### src/rtl/controller.sv
// ---------------------------------------------------------------------------
// controller
//
// Multi-cycle instruction sequencer for a 16-bit datapath.  A small FSM
// walks each instruction through fetch, decode and register read, then
// either executes it (ALU, branch, jump) or performs the memory access
// (load, store).  Every strobe is decoded combinationally from the current
// state and the instruction fields, so an asynchronous reset returns all
// outputs to their defaults at once.
//
// Ports:
//   clk            rising-edge clock
//   reset          asynchronous active-high reset (forces FETCH)
//   op_code        instruction bits 15-12
//   ext_op_code    instruction bits 7-4
//   cond_field     instruction bits 11-8 (branch/jump condition)
//   psr_flags      registered flags: bit0 C, bit2 L, bit5 F, bit6 Z, bit7 N
//   reg_write      register file write enable
//   alu_A_src      ALU A operand select (1 = register A, 0 = PC)
//   alu_B_src      ALU B operand select (1 = immediate, 0 = register B)
//   pc_en          PC update enable (exactly once per instruction)
//   loading        load in progress (memory addressed by register)
//   storing        store in progress (memory addressed by register)
//   instruction_en instruction register capture enable
//   mem_we         memory write enable
//   pc_src         next PC: 0 ALU result, 1 register B, 2 PC+1
//   reg_write_src  write-back data: 0 ALU, 1 memory, 2 PC+1
//   alu_cont       ALU operation code
//   state          current FSM state (debug)
// ---------------------------------------------------------------------------
module controller #(
   parameter int ALU_CONT_BITS    = 6,
   parameter int OP_CODE_BITS     = 4,
   parameter int EXT_OP_CODE_BITS = 4,
   parameter int REG_BITS         = 4,
   parameter int WIDTH            = 16
) (
   input  logic                        clk,
   input  logic                        reset,
   input  logic [OP_CODE_BITS-1:0]     op_code,
   input  logic [EXT_OP_CODE_BITS-1:0] ext_op_code,
   input  logic [REG_BITS-1:0]         cond_field,
   input  logic [WIDTH-1:0]            psr_flags,
   output logic                        reg_write,
   output logic                        alu_A_src,
   output logic                        alu_B_src,
   output logic                        pc_en,
   output logic                        loading,
   output logic                        storing,
   output logic                        instruction_en,
   output logic                        mem_we,
   output logic [1:0]                  pc_src,
   output logic [1:0]                  reg_write_src,
   output logic [ALU_CONT_BITS-1:0]    alu_cont,
   output logic [2:0]                  state
);

   typedef enum logic [2:0] {
      FETCH   = 3'd0,
      DECODE  = 3'd1,
      REGREAD = 3'd2,
      EXEC    = 3'd3,
      MEM_RD  = 3'd4,
      LOAD_WB = 3'd5,
      STORE   = 3'd6
   } state_t;

   localparam logic [OP_CODE_BITS-1:0] OP_RTYPE = OP_CODE_BITS'(4'b0000);
   localparam logic [OP_CODE_BITS-1:0] OP_ADDI  = OP_CODE_BITS'(4'b0101);
   localparam logic [OP_CODE_BITS-1:0] OP_SUBI  = OP_CODE_BITS'(4'b1001);
   localparam logic [OP_CODE_BITS-1:0] OP_ANDI  = OP_CODE_BITS'(4'b0001);
   localparam logic [OP_CODE_BITS-1:0] OP_ORI   = OP_CODE_BITS'(4'b0010);
   localparam logic [OP_CODE_BITS-1:0] OP_XORI  = OP_CODE_BITS'(4'b0011);
   localparam logic [OP_CODE_BITS-1:0] OP_MOVI  = OP_CODE_BITS'(4'b1101);
   localparam logic [OP_CODE_BITS-1:0] OP_CMPI  = OP_CODE_BITS'(4'b1011);
   localparam logic [OP_CODE_BITS-1:0] OP_BCOND = OP_CODE_BITS'(4'b1100);
   localparam logic [OP_CODE_BITS-1:0] OP_SPEC  = OP_CODE_BITS'(4'b0100);

   localparam logic [EXT_OP_CODE_BITS-1:0] EXT_ADD   = EXT_OP_CODE_BITS'(4'b0101);
   localparam logic [EXT_OP_CODE_BITS-1:0] EXT_SUB   = EXT_OP_CODE_BITS'(4'b1001);
   localparam logic [EXT_OP_CODE_BITS-1:0] EXT_AND   = EXT_OP_CODE_BITS'(4'b0001);
   localparam logic [EXT_OP_CODE_BITS-1:0] EXT_OR    = EXT_OP_CODE_BITS'(4'b0010);
   localparam logic [EXT_OP_CODE_BITS-1:0] EXT_XOR   = EXT_OP_CODE_BITS'(4'b0011);
   localparam logic [EXT_OP_CODE_BITS-1:0] EXT_MOV   = EXT_OP_CODE_BITS'(4'b1101);
   localparam logic [EXT_OP_CODE_BITS-1:0] EXT_CMP   = EXT_OP_CODE_BITS'(4'b1011);
   localparam logic [EXT_OP_CODE_BITS-1:0] EXT_LOAD  = EXT_OP_CODE_BITS'(4'b0000);
   localparam logic [EXT_OP_CODE_BITS-1:0] EXT_STOR  = EXT_OP_CODE_BITS'(4'b0100);
   localparam logic [EXT_OP_CODE_BITS-1:0] EXT_JAL   = EXT_OP_CODE_BITS'(4'b1000);
   localparam logic [EXT_OP_CODE_BITS-1:0] EXT_JCOND = EXT_OP_CODE_BITS'(4'b1100);

   localparam logic [REG_BITS-1:0] COND_EQ = REG_BITS'(4'b0000);
   localparam logic [REG_BITS-1:0] COND_NE = REG_BITS'(4'b0001);
   localparam logic [REG_BITS-1:0] COND_CS = REG_BITS'(4'b0010);
   localparam logic [REG_BITS-1:0] COND_CC = REG_BITS'(4'b0011);
   localparam logic [REG_BITS-1:0] COND_GT = REG_BITS'(4'b0110);
   localparam logic [REG_BITS-1:0] COND_LE = REG_BITS'(4'b0111);
   localparam logic [REG_BITS-1:0] COND_UC = REG_BITS'(4'b1110);

   state_t cur_state;
   logic   taken;
   logic   is_load;
   logic   is_stor;

   // Only C, Z and N feed the condition logic; L and F are carried for
   // other consumers of the flag register.
   logic unused_flags;
   assign unused_flags = ^psr_flags;

   assign is_load = (op_code == OP_SPEC) && (ext_op_code == EXT_LOAD);
   assign is_stor = (op_code == OP_SPEC) && (ext_op_code == EXT_STOR);
   assign state   = cur_state;

   // Sequencer.  Memory instructions branch off after register read; all
   // paths end by returning to FETCH in the cycle that pulses pc_en.
   always_ff @(posedge clk or posedge reset) begin
      if (reset) begin
         cur_state <= FETCH;
      end else begin
         case (cur_state)
            FETCH:   cur_state <= DECODE;
            DECODE:  cur_state <= REGREAD;
            REGREAD: begin
               if (is_load)
                  cur_state <= MEM_RD;
               else if (is_stor)
                  cur_state <= STORE;
               else
                  cur_state <= EXEC;
            end
            EXEC:    cur_state <= FETCH;
            MEM_RD:  cur_state <= LOAD_WB;
            LOAD_WB: cur_state <= FETCH;
            STORE:   cur_state <= FETCH;
            default: cur_state <= FETCH;
         endcase
      end
   end

   // Condition evaluation shared by Bcond and Jcond.  Unlisted codes are
   // never taken.
   always_comb begin
      taken = 1'b0;
      case (cond_field)
         COND_EQ: taken = psr_flags[6];
         COND_NE: taken = ~psr_flags[6];
         COND_CS: taken = psr_flags[0];
         COND_CC: taken = ~psr_flags[0];
         COND_GT: taken = psr_flags[7];
         COND_LE: taken = ~psr_flags[7];
         COND_UC: taken = 1'b1;
         default: taken = 1'b0;
      endcase
   end

   // Output decode.  Defaults address memory by PC and select PC+1, so any
   // state or encoding not listed behaves as a plain PC advance.
   always_comb begin
      reg_write      = 1'b0;
      alu_A_src      = 1'b1;
      alu_B_src      = 1'b0;
      pc_en          = 1'b0;
      loading        = 1'b0;
      storing        = 1'b0;
      instruction_en = 1'b0;
      mem_we         = 1'b0;
      pc_src         = 2'd2;
      reg_write_src  = 2'd0;
      alu_cont       = '0;
      case (cur_state)
         DECODE: instruction_en = 1'b1;
         EXEC: begin
            pc_en = 1'b1;
            case (op_code)
               OP_RTYPE: begin
                  case (ext_op_code)
                     EXT_ADD, EXT_SUB, EXT_AND, EXT_OR, EXT_XOR, EXT_MOV: begin
                        alu_cont  = ALU_CONT_BITS'({2'b00, ext_op_code});
                        reg_write = 1'b1;
                     end
                     EXT_CMP: alu_cont = ALU_CONT_BITS'({2'b00, ext_op_code});
                     default: ;
                  endcase
               end
               OP_ADDI, OP_SUBI, OP_ANDI, OP_ORI, OP_XORI, OP_MOVI, OP_CMPI: begin
                  alu_B_src = 1'b1;
                  alu_cont  = ALU_CONT_BITS'({2'b01, op_code});
                  reg_write = (op_code != OP_CMPI);
               end
               OP_BCOND: begin
                  alu_A_src = 1'b0;
                  alu_B_src = 1'b1;
                  alu_cont  = ALU_CONT_BITS'(6'b000101);
                  pc_src    = taken ? 2'd0 : 2'd2;
               end
               OP_SPEC: begin
                  case (ext_op_code)
                     EXT_JAL: begin
                        reg_write     = 1'b1;
                        reg_write_src = 2'd2;
                        pc_src        = 2'd1;
                     end
                     EXT_JCOND: pc_src = taken ? 2'd1 : 2'd2;
                     default: ;
                  endcase
               end
               default: ;
            endcase
         end
         MEM_RD: loading = 1'b1;
         LOAD_WB: begin
            loading       = 1'b1;
            reg_write     = 1'b1;
            reg_write_src = 2'd1;
            pc_en         = 1'b1;
         end
         STORE: begin
            storing = 1'b1;
            mem_we  = 1'b1;
            pc_en   = 1'b1;
         end
         default: ;
      endcase
   end

endmodule
### config.mk
export PLATFORM = sky130hd
export DESIGN_NAME = controller
export DESIGN_NICKNAME = d
export VERILOG_FILES = /design/src/rtl/controller.sv
export SDC_FILE = /design/constraint.sdc
export NUM_CORES = 1
export LEC_CHECK = 0
export BUFFER_PORTS_ARGS = -buffer_cell sky130_fd_sc_hd__buf_2
export CAP_MARGIN = 20
export CORE_MARGIN = 2
export CORE_UTILIZATION = 37
export DETAILED_ROUTE_END_ITERATION = 6
export HOLD_SLACK_MARGIN = 0.06
export MAX_ROUTING_LAYER = met4
export PLACE_DENSITY = 0.84
export SLEW_MARGIN = 30
export SYNTH_ARGS = -nofsm -noshare
export SYNTH_HDL_FRONTEND = slang
export SYNTH_SLANG_ARGS = --single-unit
### constraint.sdc
create_clock -name clk -period 2.8 [get_ports clk]
set_input_delay 0.28 -clock clk [delete_from_list [all_inputs] [get_ports clk]]
set_output_delay 0.28 -clock clk [all_outputs]
set_load 0.05 [all_outputs]
Word level (Yosys, flattened, before mapping)

Cells that the tools add are included.

Output and inout port bits: 21
Bits in registers: 3
Input port bits: 30

Muxes and demuxes: 27
Reduce and logical (&&, ||, !) cells: 12
Bitwise gates (word level): 3
Equality and inequality tests: 32

Operators by type and width:

| operator             | count |
|---|---|
| $eq A4 B4 Y1 const B | 10 |
| $eq A4 B2 Y1 const B | 6 |
| $eq A4 B3 Y1 const B | 6 |
| $pmux W5 S3          | 1 |
| $reduce_or A7 Y1     | 2 |
| $eq A4 B1 Y1 const B | 3 |
| $logic_not A4 Y1     | 3 |
| $pmux W2 S2          | 3 |
| $pmux W3 S4          | 1 |
| $mux W1              | 10 |
| $mux W2              | 5 |
| $eq A3 B3 Y1 const B | 3 |
| $reduce_or A8 Y1     | 1 |
| $pmux W1 S7          | 1 |
| $eq A3 B2 Y1 const B | 2 |
| $mux W3              | 2 |
| $reduce_or A6 Y1     | 1 |
| $mux W5              | 1 |
| $mux W4              | 1 |
| $ne A4 B4 Y1 const B | 1 |
| $eq A3 B1 Y1 const B | 1 |
| $logic_not A3 Y1     | 1 |
| $not A1 Y1           | 3 |
| $pmux W1 S3          | 1 |
| 4 further kinds      | 5 |

Depth between registers and ports, before layout

Gate-level depths: netlist of the first run.

Depth after elaboration: 6
Mapped depth: 5
Gate-level depth less buffers: 4

Least setup slack after synthesis of the first run

No wires, ideal clock.

Path type: flip-flop to output port
Start point: register cur_state[0], in the netlist state[0]
End point: output port alu_cont[2]
Path buffers: 1
Path slack: 207 ps
Arrival: 2,313 ps
Cell stages (with the launch flop): 5
Data required time: 2,520 ps
Path through: dfrtp_1 buf_4 and3b_1 nand2_1 a211oi_1

Word-level cells in the longest chain between the ends: 2

Ends and longest elaborated chain:

| what                   | line | source |
|---|---|---|
| start, declared        | 99   | `state_t cur_state;` |
| start signal, assigned | 117  | `cur_state <= FETCH;` |
| start signal, assigned | 120  | `FETCH: cur_state <= DECODE;` |
| start signal, assigned | 121  | `DECODE: cur_state <= REGREAD;` |
| $eq A3 B2 Y1           | 169  | `case (cur_state)` |
| $mux W5                | 169  |  |
| end, declared          | 54   | `output logic [ALU_CONT_BITS-1:0] alu_cont,` |

Every way passes these cells.

Worst setup path in the final report of the first run

Start point: register cur_state[2], in the netlist state[2]
End point: output port pc_src[0]

Word-level cells in the longest chain between the ends: 2

Ends and longest elaborated chain:

| what          | line | source |
|---|---|---|
| $eq A3 B2 Y1  | 169  |  |
| $mux W2       | 169  |  |
| end, declared | 52   | `output logic [1:0] pc_src,` |

Every way passes these cells.

==> metrics.yaml, run 1 <==
grt:
  grt_pass1_vias: 526
  grtUsageMet1_pct: 24.7
  grt_max_degree: 13
  grt_usage_pct: 19.9
  antenna_found_initial: 0
  use_met3_pct: 3.26
  grt_pass1_wl_mm: 2.19
  busiest_layer: "met2"
  met2_usage_pct: 33.2
  grt_overflow: 0
cts:
  cts-root-buf: "clkbuf_4"
  numCtsBuffers: 3
  postCtsHoldBufs: 1
  cts_resized: 0
  clock_latency_ps: 230
  post_cts_buffers: 0
  htree_num_levels: 1
  cts_tree: "built"
  clk_pin_slew_ps: 40
  cts.path.max_buffers: 2
  cts_sinks: 3
sta:
  max_freq_mhz: 495
  final-setup-viol-count: 0
  finalSetupTns_ps: 0
  final.setup_skew_ps: 3.84
  hold_violations: 0
  grt_setup_unrepaired: "no"
  fin_crit_sh_pct: 72.2
  fin_crit_ps: 2020
  drv_slew: 0
worst_setup_path:
  crit_path_top_delay_cell: "dfrtp_1"
  critPathKind: "reg -> out"
  critPathArrivalTime_ps: 1740
  critPathLaunchType: "register"
  cp_top_family: "simple AND/OR/NAND/NOR gates"
  cp.required_ps: 2520
  end_kind: "output port"
  cp_max_fo: 8
  path_buf_inv: 1
  max_stage_delay_ps: 450
  crit_chain: "and3b_1 -> and3_1 -> nand2_1 -> o21ba_1 -> buf_2"
yosys:
  syn_avg_cell_area_um2: 6.40
  synthesis.nets: 110
  netlist_area_um2: 512
  synth_edf_count: 0
  ys.flop_type: "dfrtp_1"
  synthArstFlopShare_pct: 100
  ys_seq_area_share_pct: 14.7
  ys_ff_latch: 3
  ys_warn_count: 0
  syn-instance-count: 80
  synth_cell_types: 35
routing:
  route.detailed.drc: 0
  drt-initial-drc-count: 15
  num_vias: 676
  dr.pass1.iters: 4
  routed_wl_mm: 1.39
  detail-route-antenna-nets: 0
  vias_per_cell: 5.16
  wl_per_cell_um: 10.6
power:
  p_total_mw: 0.314
  worst_ir_drop_vdd_mv: 0.291
  leakagePower_nw: 0.387
  pwr_density_cell_mw_per_mm2: 439
run:
  cap_violations: 0
placed_design:
  port_buffers: 36
  gp_congestion: 0.784
  dp_hpwl_mm: 1.10
  dp.cells: 126
final_layout:
  final_cells: 131
  largest_reg_flops: 3
  final_layout_size_suffix_gt1_share_pct: 37.9
  diodes: 0
  multi_input_area_um2: 387
  final-seq-area_um2: 75.1
  layout_commonest_cell: "buf_2"
  filler_cell_count: 141
  final_cell_mix: "buf_2 (36), nor2_1 (17), nand2_1 (8)"
  syn_to_final_growth_pct: 39.9
  final_nets: 147
run_status:
  status: "finished, final reports clean"
floorplan:
  coreArea_mm2: 0.00130
  num_rows: 13
  start_util_pct: 39.3
  chipWidth_um: 41.2
  die_h_um: 41.2
  dieArea_mm2: 0.00170
  ioPinCount: 51
hold_path:
  hold_path_class: "in -> async"
## Yosys cell counts (2+ instances only)
| cell | number | area (um^2) |
|---|---|---|
| o211ai_1 | 2 | 15.0 |
| o21ai_1 | 3 | 15.0 |
| buf_4 | 3 | 22.5 |
| a21oi_1 | 6 | 30.0 |
| nor2_1 | 17 | 63.8 |
| nand2b_1 | 3 | 18.8 |
| inv_1 | 4 | 15.0 |
| o21a_1 | 2 | 15.0 |
| a41oi_1 | 2 | 17.5 |
| nand2_1 | 8 | 30.0 |
| nor3_1 | 2 | 10.0 |
| dfrtp_1 | 3 | 75.1 |
| o21ai_0 | 2 | 10.0 |
| and3b_1 | 2 | 17.5 |
## cell families after synthesis
kind of cell / count (synthesis) / share of synthesized area, %
xor gates and xnor gates: 2 / 3.42
AOI/OAI and AO/OA: 25 / 34.2
buffers and inverters: 10 / 9.78
and+or+nand+nor: 39 / 37.2
DFF: 3 / 14.7
other: 1 / 0.733
## worst min-delay path: stages
cell	delay, ps
dlygate4sd3_1	540
buf_2	120
inv_1	90
## routing by layer
metal / wire, um / share of wire [%] / vias to the layer above
li1: - / - / 353
met1: 599 / 43 / 294
met2: 695 / 50 / 27
met3: 82 / 5.9 / 2
met4: 11 / 0.79 / 0
met5: 0 / 0 / -
## area by class of cell
class                      count  area share (%)
multi-input combinational     67            54.0
timing repair buffer          37            26.6
sequential                     3            10.5
clock buffer                   4            3.67
inverter                       5            2.62
tap                           15            2.62
## worst paths after layout
kind / start / cells after the start / endpoint / slack, ps
setup / recovery: state[2]$_DFF_PP0_ / 5 / pc_src[0] / 780
hold / removal: reset / 3 / state[0]$_DFF_PP0_ / 470
setup reg to reg: state[2]$_DFF_PP0_ / 4 / state[2]$_DFF_PP0_ / 1820
hold reg to reg: state[2]$_DFF_PP0_ / 1 / state[1]$_DFF_PP0_ / 550
max in group asynchronous: reset / 3 / state[2]$_DFF_PP0_ / 2200
min in group clk: ext_op_code[2] / 4 / state[1]$_DFF_PP0_ / 520
## report_power, final
part           internal (mW)  switching (mW)
combinational         0.0522           0.118
sequential            0.0528          0.0158
clock                 0.0534          0.0223
total                  0.158           0.156
## through the flow
stage | utilization [%] | hold slack, ps | area, um^2 | setup slack, ps
6_report | 55.0 | 470 | 716 | 779
5_1_grt | 55.0 | 487 | 716 | 651
4_1_cts | 55.0 | 445 | 716 | 776
3_5_place_dp | 52.2 | 144 | 679 | 1030
3_3_place_gp | 52.2 | 142 | 679 | 1020
2_1_floorplan | - | 33.6 | 512 | 207
Note: power is estimated with default switching activity, not from simulation.
==> inputs of run 2 (changes only) <==
--- a/config.mk
+++ b/config.mk
@@ -5,14 +5,15 @@
 export SDC_FILE = /design/constraint.sdc
 export NUM_CORES = 1
 export LEC_CHECK = 0
+export ABC_AREA = 1
 export BUFFER_PORTS_ARGS = -buffer_cell sky130_fd_sc_hd__buf_2
 export CAP_MARGIN = 20
 export CORE_MARGIN = 2
-export CORE_UTILIZATION = 37
+export CORE_UTILIZATION = 33
 export DETAILED_ROUTE_END_ITERATION = 6
 export HOLD_SLACK_MARGIN = 0.06
 export MAX_ROUTING_LAYER = met4
-export PLACE_DENSITY = 0.84
+export PLACE_DENSITY = 0.75
 export SLEW_MARGIN = 30
 export SYNTH_ARGS = -nofsm -noshare
 export SYNTH_HDL_FRONTEND = slang
==> constraint.sdc (replaced) <==
create_clock -name clk -period 1.78 [get_ports clk]
set_input_delay 0.178 -clock clk [delete_from_list [all_inputs] [get_ports clk]]
set_output_delay 0.178 -clock clk [all_outputs]
set_load 0.05 [all_outputs]
==> metrics.yaml, run 2 <==
yosys:
  ys_warn_count: 0  # unchanged
  synth_top_family_by_area: "simple AND/OR/NAND/NOR gates"
  synth_cell_types: 20  # -43%
  synthTopCellsByCount: "nand2_1 (37), inv_1 (18), nor2_1 (16)"
  synthAdderAreaFrac_pct: 0  # unchanged
  synthArstFlopShare_pct: 100  # unchanged
  synth.most_common_cell: "nand2_1"
  netlist_area_um2: 582  # +14%
  synth_xor_area_share_pct: 0  # -3.4 points
  synth_largest_area_cell: "nand2_1"
  ys.flop_type: "dfrtp_1"
  yosys.area_share.simple_pct: 56.1  # +19 points
  synth.top_cells.by_area: "nand2_1 (24%), dfrtp_1 (13%), inv_1 (12%)"
  ys_ff_latch: 3  # unchanged
  ys_seq_area_share_pct: 12.9  # -1.8 points
  muxShareOfSynthArea_pct: 0  # unchanged
  syn_avg_cell_area_um2: 5.02  # -22%
  syn-instance-count: 116  # +45%
  synth_top_area_share_pct: 23.9  # +9.2 points
  synthesis.nets: 146  # +33%
  synth_edf_count: 0  # unchanged
  synth_compound_area_share_pct: 13.5  # -21 points
placed_design:
  gp_congestion: 0.869  # +11%
  dpl-instance-area_um2: 798  # +17%
  port_buffers: 36  # unchanged
  dp_hpwl_mm: 1.48  # +34%
floorplan:
  start_util_pct: 34.4  # -4.9 points
  num_rows: 15  # +2
  ioPinCount: 51  # unchanged
  coreArea_mm2: 0.00169  # +30%
  chipWidth_um: 46.0  # +12%
  die_h_um: 46.0  # +12%
  dieArea_mm2: 0.00212  # +25%
final_layout:
  largest_reg_flops: 3  # unchanged
  diodes: 0  # unchanged
  final_layout_size_suffix_gt1_share_pct: 36.9  # -0.99 points
  final_nets: 188  # +28%
  final_cell_mix: "nand2_1 (37), buf_2 (34), inv_1 (18)"
  layout_commonest_cell: "nand2_1"
  final_area_um2: 863  # +21%
  syn_to_final_growth_pct: 48.4
  filler_cell_count: 175  # +24%
cts:
  cts.path.max_buffers: 2  # unchanged
  numCtsBuffers: 3  # unchanged
  htree_num_levels: 1  # unchanged
  clk_pin_slew_ps: 40  # about the same
  cts_sinks: 3  # unchanged
  cts_tree: "built"
  cts-root-buf: "clkbuf_4"
  clock_latency_ps: 230  # about the same
grt:
  grt_overflow: 0  # unchanged
  grt_pass1_wl_mm: 2.79  # +27%
  busiest_layer: "met2"
  use_met3_pct: 3.57  # +0.31 points
  met2_usage_pct: 32.2  # -0.98 points
  antenna_found_initial: 0  # unchanged
  grt_usage_pct: 18.0  # -1.8 points
  grt_max_degree: 9  # -4
  grtUsageMet1_pct: 20.8  # -3.9 points
  grt_pass1_vias: 730  # +39%
run:
  cap_violations: 0  # unchanged
routing:
  vias_per_cell: 4.89  # -5.2%
  dr.pass1.iters: 4  # unchanged
  wl_per_cell_um: 9.95  # -6.1%
  routed_wl_mm: 1.73  # +25%
  num_vias: 851  # +26%
  drt-initial-drc-count: 23  # +8
  detail-route-antenna-nets: 0  # unchanged
  route.detailed.drc: 0  # unchanged
sta:
  drv_slew: 0  # unchanged
  fin_crit_sh_pct: 94.3
  final.setup_skew_ps: 0.525  # -3.32 ps
  final-setup-viol-count: 0  # unchanged
  fin_crit_ps: 1680
  grt_setup_unrepaired: "no"
  max_freq_mhz: 596
  hold_violations: 0  # unchanged
  finalSetupTns_ps: 0  # unchanged
worst_setup_path:
  cp.required_ps: 1600  # -920 ps
  cp_max_fo: 8  # unchanged
  crit_start: "state[2]$_DFF_PP0_"
  end_kind: "output port"
  regToRegStartpoint: "state[0]$_DFF_PP0_"
  critPathKind: "reg -> out"
  critPathLaunchType: "register"
  critPathArrivalTime_ps: 1500  # -240 ps
power:
  worst_ir_drop_vdd_mv: 0.573  # +97%
  leakagePower_nw: 0.504  # +30%
  pwr_density_cell_mw_per_mm2: 1110  # +150%
run_status:
  status: "finished, final reports clean"
hold_path:
  hold_path_class: "in -> reg"
  hold_start: "ext_op_code[2]"
## run 2: where the power goes
part | switching [mW] | internal [mW] | leakage [nW] | total (mW)
registers | 0.0295 | 0.0961 | 0.0347 | 0.126
logic | 0.531 | 0.183 | 0.455 | 0.714
clock network | 0.0366 | 0.0841 | 0.0150 | 0.121
total | 0.597 | 0.363 | 0.504 | 0.960
## run 2: timing repair
action	CTS	global route
setup endpoints to repair	0	4
setup buffers	0	2
endpoints found under the hold margin	3	0
resized for setup	0	6
hold buffers	1	0
## run 2: per-layer routing
metal / routed length [um] / vias to the layer above
met1: 759 / 373
li1: - / 446
met2: 867 / 32
met3: 104 / 0
met4: 0 / 0
met5: 0 / -
## run 2: cells by family (layout without fill, tap and decap cells)
kind of cell / Yosys count / after routing
compound gates: 14 / 14
buf+inv: 24 / 65
flops: 3 / 3
other cells: 1 / 1
simple gates: 74 / 74
## run 2: worst max-delay path: stages (launching register included)
cell     delay, ps
dfrtp_2        440
nor3_4         300
inv_4          100
a31oi_2        140
buf_2          280
## run 2: final timing paths
check	slack, ps	endpoint	depth (start not counted)
max in group asynchronous	1280	state[1]$_DFF_PP0_	3
setup reg to reg	740	state[2]$_DFF_PP0_	5
hold / removal	240	state[1]$_DFF_PP0_	3
setup / recovery	100	alu_cont[2]	4
min in group asynchronous	360	state[2]$_DFF_PP0_	3
hold reg to reg	600	state[0]$_DFF_PP0_	3
## run 2: per-stage QoR
stage	setup WS, ps	util (%)	power (mW)	std cells	hold WS, ps
after global placement	312	47.3	0.784	167	40.2
after floorplan	-273	-	0.644	116	-68.5
after detailed placement	289	47.3	0.794	167	46.4
after CTS	37.3	49.4	0.921	172	226
final	101	51.1	0.960	174	236
after global routing	1.71	51.1	1.03	174	242
## run 2: final cells by class
cell class	count	area, um^2	share of cell area, %
inverter	22	85.1	9.86
sequential	3	77.6	8.99
multi-input combinational	89	439	50.9
tap	17	21.3	2.46
timing repair buffer	39	214	24.8
clock buffer	4	26.3	3.04
==> inputs of run 3 (changes only) <==
--- a/config.mk
+++ b/config.mk
@@ -8,8 +8,10 @@
 export ABC_AREA = 1
 export BUFFER_PORTS_ARGS = -buffer_cell sky130_fd_sc_hd__buf_2
 export CAP_MARGIN = 20
+export CELL_PAD_IN_SITES_DETAIL_PLACEMENT = 1
+export CELL_PAD_IN_SITES_GLOBAL_PLACEMENT = 1
 export CORE_MARGIN = 2
-export CORE_UTILIZATION = 33
+export CORE_UTILIZATION = 19
 export DETAILED_ROUTE_END_ITERATION = 6
 export HOLD_SLACK_MARGIN = 0.06
 export MAX_ROUTING_LAYER = met4
==> metrics.yaml, run 3 (same netlist as run 2, synthesis figures left out) <==
sta:
  fin_crit_sh_pct: 93.7  # -0.65 points
  final.setup_skew_ps: 0.306  # -0.220 ps
  final-setup-viol-count: 0  # unchanged
  fin_crit_ps: 1670  # -11.6 ps
  hold_violations: 0  # unchanged
  max_freq_mhz: 600  # +0.70%
  setup_slack_ps: 112  # +11.6 ps
  hold_ws_ps: 250  # +14.1 ps
  grt_setup_unrepaired: "no"
  finalSetupTns_ps: 0  # unchanged
  drv_slew: 0  # unchanged
worst_setup_path:
  max_stage_delay_ps: 440  # about the same
  cpMostUsedCell: "nand2_1"
  crit_path_top_delay_cell: "dfrtp_2"
  cp.required_ps: 1600  # about the same
  critPathArrivalTime_ps: 1490  # about the same
  cp_max_fo: 8  # unchanged
  critPathKind: "reg -> out"
  crit_chain: "nor3_4 -> inv_4 -> nor2_1 -> nand2_1 -> inv_1 -> nand2_1 -> buf_4"
  end_kind: "output port"
  critPathLaunchType: "register"
grt:
  grt_pass1_wl_mm: 3.14  # +13%
  grt_overflow: 0  # unchanged
  busiest_layer: "met2"
  grt_max_degree: 9  # unchanged
  grt_usage_pct: 11.4  # -6.6 points
  antenna_found_initial: 0  # unchanged
  use_met3_pct: 1.75  # -1.8 points
  met2_usage_pct: 19.0  # -13 points
  grt_pass1_vias: 764  # +4.7%
  grtUsageMet1_pct: 15.1  # -5.7 points
final_layout:
  final_util_pct: 29.6  # -21 points
  final_nets: 189  # +0.53%
  final_area_um2: 882  # +2.2%
  final_layout_size_suffix_gt1_share_pct: 36.7  # -0.23 points
  final_cell_mix: "nand2_1 (37), buf_2 (35), inv_1 (18)"
  syn_to_final_growth_pct: 51.6
  largest_reg_flops: 3  # unchanged
  filler_cell_count: 418  # +140%
  diodes: 0  # unchanged
  layout_commonest_cell: "nand2_1"
routing:
  dr.pass1.iters: 3  # -1
  detail-route-antenna-nets: 0  # unchanged
  num_vias: 836  # -1.8%
  drt-initial-drc-count: 17  # -26%
  routed_wl_mm: 1.94  # +12%
  vias_per_cell: 4.38  # -11%
  route.detailed.drc: 0  # unchanged
  wl_per_cell_um: 10.1  # +2.0%
floorplan:
  ioPinCount: 51  # unchanged
  chipWidth_um: 59.3  # +29%
  coreArea_mm2: 0.00298  # +76%
  start_util_pct: 19.5  # -15 points
  die_h_um: 59.3  # +29%
  dieArea_mm2: 0.00352  # +66%
  num_rows: 20  # +5
cts:
  cts_sinks: 3  # unchanged
  clock_latency_ps: 230  # about the same
  cts_tree: "built"
  cts.path.max_buffers: 2  # unchanged
  numCtsBuffers: 3  # unchanged
  cts-root-buf: "clkbuf_4"
  clk_pin_slew_ps: 40  # about the same
  htree_num_levels: 1  # unchanged
placed_design:
  port_buffers: 36  # unchanged
  dpl-instance-area_um2: 818  # +2.5%
  dp_hpwl_mm: 1.65  # +12%
  gp_congestion: 0.756  # -13%
  place_ws_ps: 303  # +14.5 ps
power:
  worst_ir_drop_vdd_mv: 0.393  # -31%
  leakagePower_nw: 0.509  # +0.85%
  pwr_density_cell_mw_per_mm2: 1110  # -0.26%
run_status:
  status: "finished, final reports clean"
hold_path:
  hold_path_class: "in -> reg"
run:
  cap_violations: 0  # unchanged
[run 3: cell types whose count changed in the layout (fill, tap and decap cells not counted), sizes merged]
cell and change:
clkbuf -1, buf +2
[run 3: path summary, 6_finish.rpt]
check,startpoint,to,slack [ps],cells past startpoint
worst min-delay path,ext_op_code[2],state[1]$_DFF_PP0_,250,3
worst max-delay path,state[2]$_DFF_PP0_,pc_src[1],110,7
max in group asynchronous,reset,state[1]$_DFF_PP0_,1280,3
worst min register to register,state[0]$_DFF_PP0_,state[0]$_DFF_PP0_,600,3
min in group asynchronous,reset,state[2]$_DFF_PP0_,360,3
worst max register to register,state[0]$_DFF_PP0_,state[2]$_DFF_PP0_,740,5
[run 3: where the power goes]
part           total (mW)  leakage (nW)  switching (mW)  internal (mW)
sequential          0.129        0.0347          0.0328         0.0961
clock               0.120        0.0150          0.0364         0.0841
combinational       0.729         0.459           0.534          0.195
total               0.978         0.509           0.603          0.375
[run 3: through the flow]
stage	power (mW)	instances
6_report	0.978	191
5_1_grt	1.06	191
4_1_cts	0.935	188
3_5_place_dp	0.807	183
3_3_place_gp	0.798	183
2_1_floorplan	0.644	116
[run 3: layout make-up]
class | instances | area, um^2 | share of cell area [%]
clock buffers | 4 | 26.3 | 2.98
well taps | 33 | 41.3 | 4.68
inverters | 22 | 85.1 | 9.65
flip-flops and latches | 3 | 77.6 | 8.79
repair buffers | 40 | 215 | 24.4
multi-input cells | 89 | 437 | 49.5
[run 3: repair_timing]
item                       in CTS  in global routing
hold endpoints to repair        3                  0
setup buffers                   0                  3
hold buffers                    1                  0
gates resized for setup         0                  3
setup endpoints to repair       0                  1
[run 3: worst max-delay path: cells and delay by family, from the launching register on]
kind                   cells  cell delay, ps
and+or+nand+nor            4             490
DFF                        1             440
buffers and inverters      3             330
[run 3: metal layers]
metal	share of wire, %	routed length [um]	vias up
met1	45	877	377
li1	-	-	446
met4	0	0	0
met5	0	0	-
met2	51	996	13
met3	3.3	64	0
